--- src/rtl/cp0_pkg.sv ---
// CP0 shared definitions: register numbers, Status/Cause field positions, exception codes.
// Latency: n/a (constants and types only).
// Backpressure: n/a.
package cp0_pkg;

   // CP0 register numbers
   localparam logic [4:0] REG_COUNT   = 5'd9;
   localparam logic [4:0] REG_COMPARE = 5'd11;
   localparam logic [4:0] REG_STATUS  = 5'd12;
   localparam logic [4:0] REG_CAUSE   = 5'd13;
   localparam logic [4:0] REG_EPC     = 5'd14;

   // Status field positions
   localparam int ST_IE    = 0;
   localparam int ST_EXL   = 1;
   localparam int ST_IM_LO = 8;

   // Cause field positions
   localparam int CA_EXC_LO = 2;
   localparam int CA_IP_LO  = 8;

   // Positions inside the 8-bit IP vector
   localparam int IP_SW_LO = 0;
   localparam int IP_HW_LO = 2;
   localparam int IP_TIMER = 7;

   // Exception codes
   typedef enum logic [4:0] {
      EXC_INT  = 5'd0,
      EXC_ADEL = 5'd4,
      EXC_ADES = 5'd5,
      EXC_SYS  = 5'd8,
      EXC_BP   = 5'd9,
      EXC_RI   = 5'd10,
      EXC_OV   = 5'd12
   } exc_code_e;

   // Architected Status state (everything else reads 0)
   typedef struct packed {
      logic [7:0] im;
      logic       exl;
      logic       ie;
   } status_t;

endpackage

--- src/rtl/cp0_timer.sv ---
// CP0 Count/Compare pair with sticky timer-pending flag.
// Latency: Count advances every cycle; pending sets on the edge after Count==Compare.
// Backpressure: none; an MTC0 load of Count beats the increment, a Compare write beats a match.
module cp0_timer #(
   parameter int WIDTH = 32
) (
   input  logic             clock,
   input  logic             reset,
   input  logic             count_wr,
   input  logic             compare_wr,
   input  logic [WIDTH-1:0] wr_data,
   output logic [WIDTH-1:0] count,
   output logic [WIDTH-1:0] compare,
   output logic             pending
);

   logic [WIDTH-1:0] count_q, count_d;
   logic [WIDTH-1:0] compare_q, compare_d;
   logic             pend_q, pend_d;

   // Next-state: load-or-increment Count, load Compare, sticky match flag
   always_comb begin
      count_d   = count_wr ? wr_data : count_q + WIDTH'(1);
      compare_d = compare_wr ? wr_data : compare_q;
      pend_d    = compare_wr ? 1'b0 : (pend_q | (count_q == compare_q));
   end

   // Timer state; Compare resets to all ones so it does not fire right after reset
   always_ff @(posedge clock or posedge reset) begin
      if (reset) begin
         count_q   <= '0;
         compare_q <= '1;
         pend_q    <= 1'b0;
      end else begin
         count_q   <= count_d;
         compare_q <= compare_d;
         pend_q    <= pend_d;
      end
   end

   assign count   = count_q;
   assign compare = compare_q;
   assign pending = pend_q;

endmodule

--- src/rtl/cp0_multi_irq.sv ---
// CP0 Status/Cause/EPC with multi-line interrupts; optional Count/Compare under CP0_TIMER_EN.
// Latency: TakenInterrupt and rd_data combinational; register updates on the next edge.
// Backpressure: none; a take overrides same-cycle MTC0 (Status/Cause/EPC) and ERET.
module cp0_multi_irq
   import cp0_pkg::*;
#(
   parameter int WIDTH   = 32,
   parameter int NUM_IRQ = 5
) (
   input  logic               clock,
   input  logic               reset,
   output logic [WIDTH-1:0]   rd_data,
   output logic [WIDTH-3:0]   EPC,
   output logic               TakenInterrupt,
   input  logic [WIDTH-1:0]   wr_data,
   input  logic [4:0]         regnum,
   input  logic [WIDTH-3:0]   next_pc,
   input  logic [WIDTH-3:0]   cur_pc,
   input  logic               MTC0,
   input  logic               ERET,
   input  logic [NUM_IRQ-1:0] irq,
   input  logic               timer_irq,
   input  logic               exc_valid,
   input  logic [4:0]         exc_code
);

   status_t          status_q, status_d;
   logic [1:0]       sw_ip_q, sw_ip_d;
   logic [4:0]       exc_code_q, exc_code_d;
   logic [WIDTH-3:0] epc_q, epc_d;

   logic [WIDTH-1:0] count, compare;
   logic             timer_pend;
   logic [7:0]       ip;
   logic             take_exc, take_int;
   logic             unused_wr_bit;

   // wr_data[1] lands on read-only EXL, so it is never consumed
   assign unused_wr_bit = wr_data[1];

`ifdef CP0_TIMER_EN
   cp0_timer #(.WIDTH(WIDTH)) u_timer (
      .clock      (clock),
      .reset      (reset),
      .count_wr   (MTC0 && (regnum == REG_COUNT)),
      .compare_wr (MTC0 && (regnum == REG_COMPARE)),
      .wr_data    (wr_data),
      .count      (count),
      .compare    (compare),
      .pending    (timer_pend)
   );
`else
   assign count      = '0;
   assign compare    = '0;
   assign timer_pend = 1'b0;
`endif

   // Assemble pending-interrupt vector: software, hardware lines, timer
   always_comb begin
      ip                       = '0;
      ip[IP_SW_LO +: 2]        = sw_ip_q;
      ip[IP_HW_LO +: NUM_IRQ]  = irq;
      ip[IP_TIMER]             = timer_pend | timer_irq;
   end

   assign take_exc       = exc_valid;
   assign take_int       = (|(ip & status_q.im)) & status_q.ie & ~status_q.exl & ~exc_valid;
   assign TakenInterrupt = take_exc | take_int;

   // Next-state: a take owns EXL/ExcCode/EPC, otherwise ERET and MTC0 apply
   always_comb begin
      status_d   = status_q;
      sw_ip_d    = sw_ip_q;
      exc_code_d = exc_code_q;
      epc_d      = epc_q;
      if (TakenInterrupt) begin
         status_d.exl = 1'b1;
         exc_code_d   = take_exc ? exc_code : EXC_INT;
         // Nested take keeps the original resume point
         if (!status_q.exl) epc_d = take_exc ? cur_pc : next_pc;
      end else begin
         if (ERET) status_d.exl = 1'b0;
         if (MTC0) begin
            case (regnum)
               REG_STATUS: begin
                  status_d.im = wr_data[ST_IM_LO +: 8];
                  status_d.ie = wr_data[ST_IE];
               end
               REG_CAUSE: sw_ip_d = wr_data[CA_IP_LO +: 2];
               REG_EPC:   epc_d   = wr_data[WIDTH-1:2];
               default: ;
            endcase
         end
      end
   end

   // Architected CP0 state
   always_ff @(posedge clock or posedge reset) begin
      if (reset) begin
         status_q   <= '0;
         sw_ip_q    <= '0;
         exc_code_q <= '0;
         epc_q      <= '0;
      end else begin
         status_q   <= status_d;
         sw_ip_q    <= sw_ip_d;
         exc_code_q <= exc_code_d;
         epc_q      <= epc_d;
      end
   end

   // Combinational read mux showing pre-edge register values
   always_comb begin
      rd_data = '0;
      case (regnum)
         REG_STATUS: begin
            rd_data[ST_IM_LO +: 8] = status_q.im;
            rd_data[ST_EXL]        = status_q.exl;
            rd_data[ST_IE]         = status_q.ie;
         end
         REG_CAUSE: begin
            rd_data[CA_IP_LO +: 8]  = ip;
            rd_data[CA_EXC_LO +: 5] = exc_code_q;
         end
         REG_EPC:     rd_data = {epc_q, 2'b00};
         REG_COUNT:   rd_data = count;
         REG_COMPARE: rd_data = compare;
         default: ;
      endcase
   end

   assign EPC = epc_q;

endmodule

--- config.mk ---
export PLATFORM = sky130hd
export DESIGN_NAME = cp0_multi_irq
export DESIGN_NICKNAME = d
export VERILOG_FILES = /design/src/rtl/cp0_pkg.sv /design/src/rtl/cp0_timer.sv /design/src/rtl/cp0_multi_irq.sv
export SDC_FILE = /design/constraint.sdc
export NUM_CORES = 1
export LEC_CHECK = 0
export ABC_CLOCK_PERIOD_IN_PS = 2200
export BUFFER_PORTS_ARGS = -buffer_cell sky130_fd_sc_hd__buf_4
export CAP_MARGIN = 25
export CORE_MARGIN = 3
export CORE_UTILIZATION = 40
export CTS_BUF_LIST = sky130_fd_sc_hd__clkbuf_8 sky130_fd_sc_hd__clkbuf_16
export DETAILED_ROUTE_END_ITERATION = 8
export PLACE_DENSITY_LB_ADDON = 0.2
export SYNTH_ARGS = -nofsm -noshare
export SYNTH_HDL_FRONTEND = slang
export SYNTH_HIERARCHICAL = 1
export SYNTH_SLANG_ARGS = --single-unit
--- constraint.sdc ---
create_clock -name clock -period 2.2 [get_ports clock]
set_clock_uncertainty 0.05 [all_clocks]
set_input_delay 0.11 -clock clock [delete_from_list [all_inputs] [get_ports clock]]
set_output_delay 0.11 -clock clock [all_outputs]
set_load 0.02 [all_outputs]
==> impl_results.md <==
* Diode count at 0
* Via count at 2963
* CORE AREA at 7490 µm²
* Number of cells on the critical path at 5
* # Max-Cap Violations at 0
* Residual overflow from global routing at 0
* Clock sink count at 47
* Vias in the first global route at 3059
* Syn_area_per_cell at 10.1 µm²
* Peak supply drop at 310 µV
* Maximum buffer depth of the clock tree at 2
* RSZ-0062 raised after global routing: false
* Synth warn at 6
* Pre-CTS setup slack at 86.0 ps
* Initial core utilization at 0.424
* Setup slack, reg-to-reg at 110 ps
* Die area at 9050 µm²
* Fillers at 636
* Final non-filler cell total at 591
* GRT Util Overall at 0.207
* Ys flop type: dfrtp_1
* Run status: completed
* Syn-to-layout area delta at 51.5%
* Port Buffers at 174
* Crit. End Element: register
* Final WS setup at 115 ps
* Die height at 95.1 µm
* Synth top area share at 0.370
* Largest area contributor in the netlist: dfrtp_1
* Crit path launch type: register
* Crit-path max FO at 9
* Most frequent cell after synthesis: mux2_2
* Worst EP required at 2330 ps
* CTS tree: yes
* # IOs at 176
* Post-route ant nets at 0
* Inst Count DP at 575
* Leading post-synthesis cells by cell area: dfrtp_1 37%, mux2_2 21%, mux2i_1 12%
* Leak at 2.26 nW
* Crit path from: status_q[8]
* Worst flop-to-flop path startpoint: status_q[8]
* Layout Utilization at 0.643
* Root buf cell: clkbuf_8
* Final Hold Violating Endpoints at 0
* Initial antenna violation count at 0
* FF/Latch Area at 1180 µm²
* Crit path buf inv count at 1
* Share of the clock period used by the worst path at 0.948
* Gp weighted congestion at 0.796
* Setup CP Type: reg -> reg
* Post-synth EDFFs at 0
* Nets at 604
* Synth unique cells at 27
* Slowest-stage cell, CP: or4_1
* CP Data Arrival Time at 2220 ps
* Worst hold slack at 10.6 ps
* Power per Cell Area at 586 nW/µm²
* Setup Viol. Count Final at 0
* Remaining DRCs at 0
* Share of cells above drive strength 1 at 0.541
* TNS Setup at 0 ps
* Class of the worst hold path: in -> reg
* Pin count of the biggest net entering global routing at 51
* TritonCTS buffer count at 5
* Global-route wire length before repair at 14700 µm
* Slowest Stage Delay on Critical Path at 530 ps
* Max frequency at 480 MHz
* Synth Register Bits at 47
* Worst-path clk slew at 80 ps
* Sequential fraction of the synthesis area at 0.370
* CP endpoint: status_q[6]
* Syn_nets at 428
* Worst-case reg-to-reg path depth at 5
* Per-cell routed wire length at 15.9 µm
* Worst-path cell chain: a22oi_1, a41oi_4, or4_1, buf_4, mux2_4
* FP Rows at 31
* R2r endpoint: status_q[6]
* Worst-Skew Late Latency at 290 ps
* Initial DRC Count at 73
* Worst relative slew slack at 0.580
* Mapped Cells at 315
* Post-DP HPWL at 7250 µm
* Detailed Route WL at 9400 µm
* FFs w/ async S/R, synth at 1.00
* Multi-input logic area at 1940 µm²
* Drt pass-1 iters at 4
* Post-synthesis cell area at 3180 µm²
* Worst slew pin tran at 630 ps
* Vias per Instance at 5.01
* Die X at 95.1 µm
* Final Max Tran Viols at 0
* H-Tree Depth at 2
* Critical path's top delay family: simple AND/OR/NAND/NOR gates
* Fin crit period at 2090 ps
* Top cells by count, synth: 60 x mux2_2, 48 x nand2_1, 47 x dfrtp_1
-- power breakdown --
group / switching (mW) / total [mW] / internal, mW
Sequential: 0.145 / 1.18 / 1.04
Combinational: 0.509 / 1.07 / 0.566
Clock: 0.279 / 0.562 / 0.283
Total: 0.933 / 2.82 / 1.89
-- registers in the layout (all words and copies together) (netlist names) --
register    cells
EPC            30
status_q       10
exc_code_q      5
sw_ip_q         2
-- through the flow --
step           cell area, µm²  power [mW]
6_report                 4810        2.82
5_1_grt                  4810        2.99
4_1_cts                  4800        2.86
3_5_place_dp             4620        2.28
3_3_place_gp             4620        2.24
2_1_floorplan            3180        1.75
-- layer usage --
layer,vias to the layer above,global-route usage,routed length [µm]
li1,1463,-,-
met3,7,0.0403,555
met1,1404,0.250,3800
met2,89,0.376,4950
met4,0,0.0469,93
met5,-,0,0
-- how the worst min path moves through the flow --
stage	from	to	slack, ps	cells after the start
final	wr_data[9]	sw_ip_q[1]	10	2
after global routing	wr_data[11]	status_q[5]	5	2
after CTS	wr_data[8]	sw_ip_q[0]	4	2
after detailed placement	reset	EPC[2]	70	2
after global placement	reset	EPC[2]	60	2
after floorplan	ERET	status_q[1]	150	1
-- cell usage in the layout (no fill, tap or decap), types with 2 or more instances in the layout --
cell / synthesis / layout
nand2_1: 48 / 48
inv_1: 4 / 4
or2_1: 2 / 2
a22oi_1: 4 / 2
dfrtp_1: 47 / 47
a22oi_2: 0 / 2
o21ai_1: 35 / 35
clkbuf_8: 0 / 7
mux2_1: 2 / 2
buf_4: 0 / 184
and2_1: 17 / 17
o21ai_0: 8 / 8
nand2b_1: 3 / 3
dlygate4sd3_1: 0 / 8
a22o_1: 5 / 5
mux2_4: 9 / 9
mux2i_1: 38 / 38
mux2_2: 60 / 60
-- cells by family (layout without fill, tap and decap cells) --
kind of cell,Yosys count,in the layout,synth area share
buffers and inverters,27,204,0.0358
muxes,109,109,0.382
AOI/OAI and AO/OA,55,55,0.0989
DFF,47,47,0.370
and+or+nand+nor,77,77,0.113
-- timing repair --
| item | in CTS | in global routing |
|---|---|---|
| setup endpoints to repair | 0 | 7 |
| setup buffers | 0 | 0 |
| gates resized for setup | 0 | 2 |
| hold buffers | 8 | 0 |
| hold endpoints to repair | 24 | 0 |
-- layout make-up --
| class | count | area share |
|---|---|---|
| timing repair buffer | 192 | 0.304 |
| inverter | 4 | 0.00312 |
| clock buffer | 7 | 0.0200 |
| multi-input combinational | 241 | 0.402 |
| tap | 99 | 0.0257 |
| clock inverter | 1 | 0.000780 |
| sequential | 47 | 0.244 |
Power figures use the tool's default switching activity.
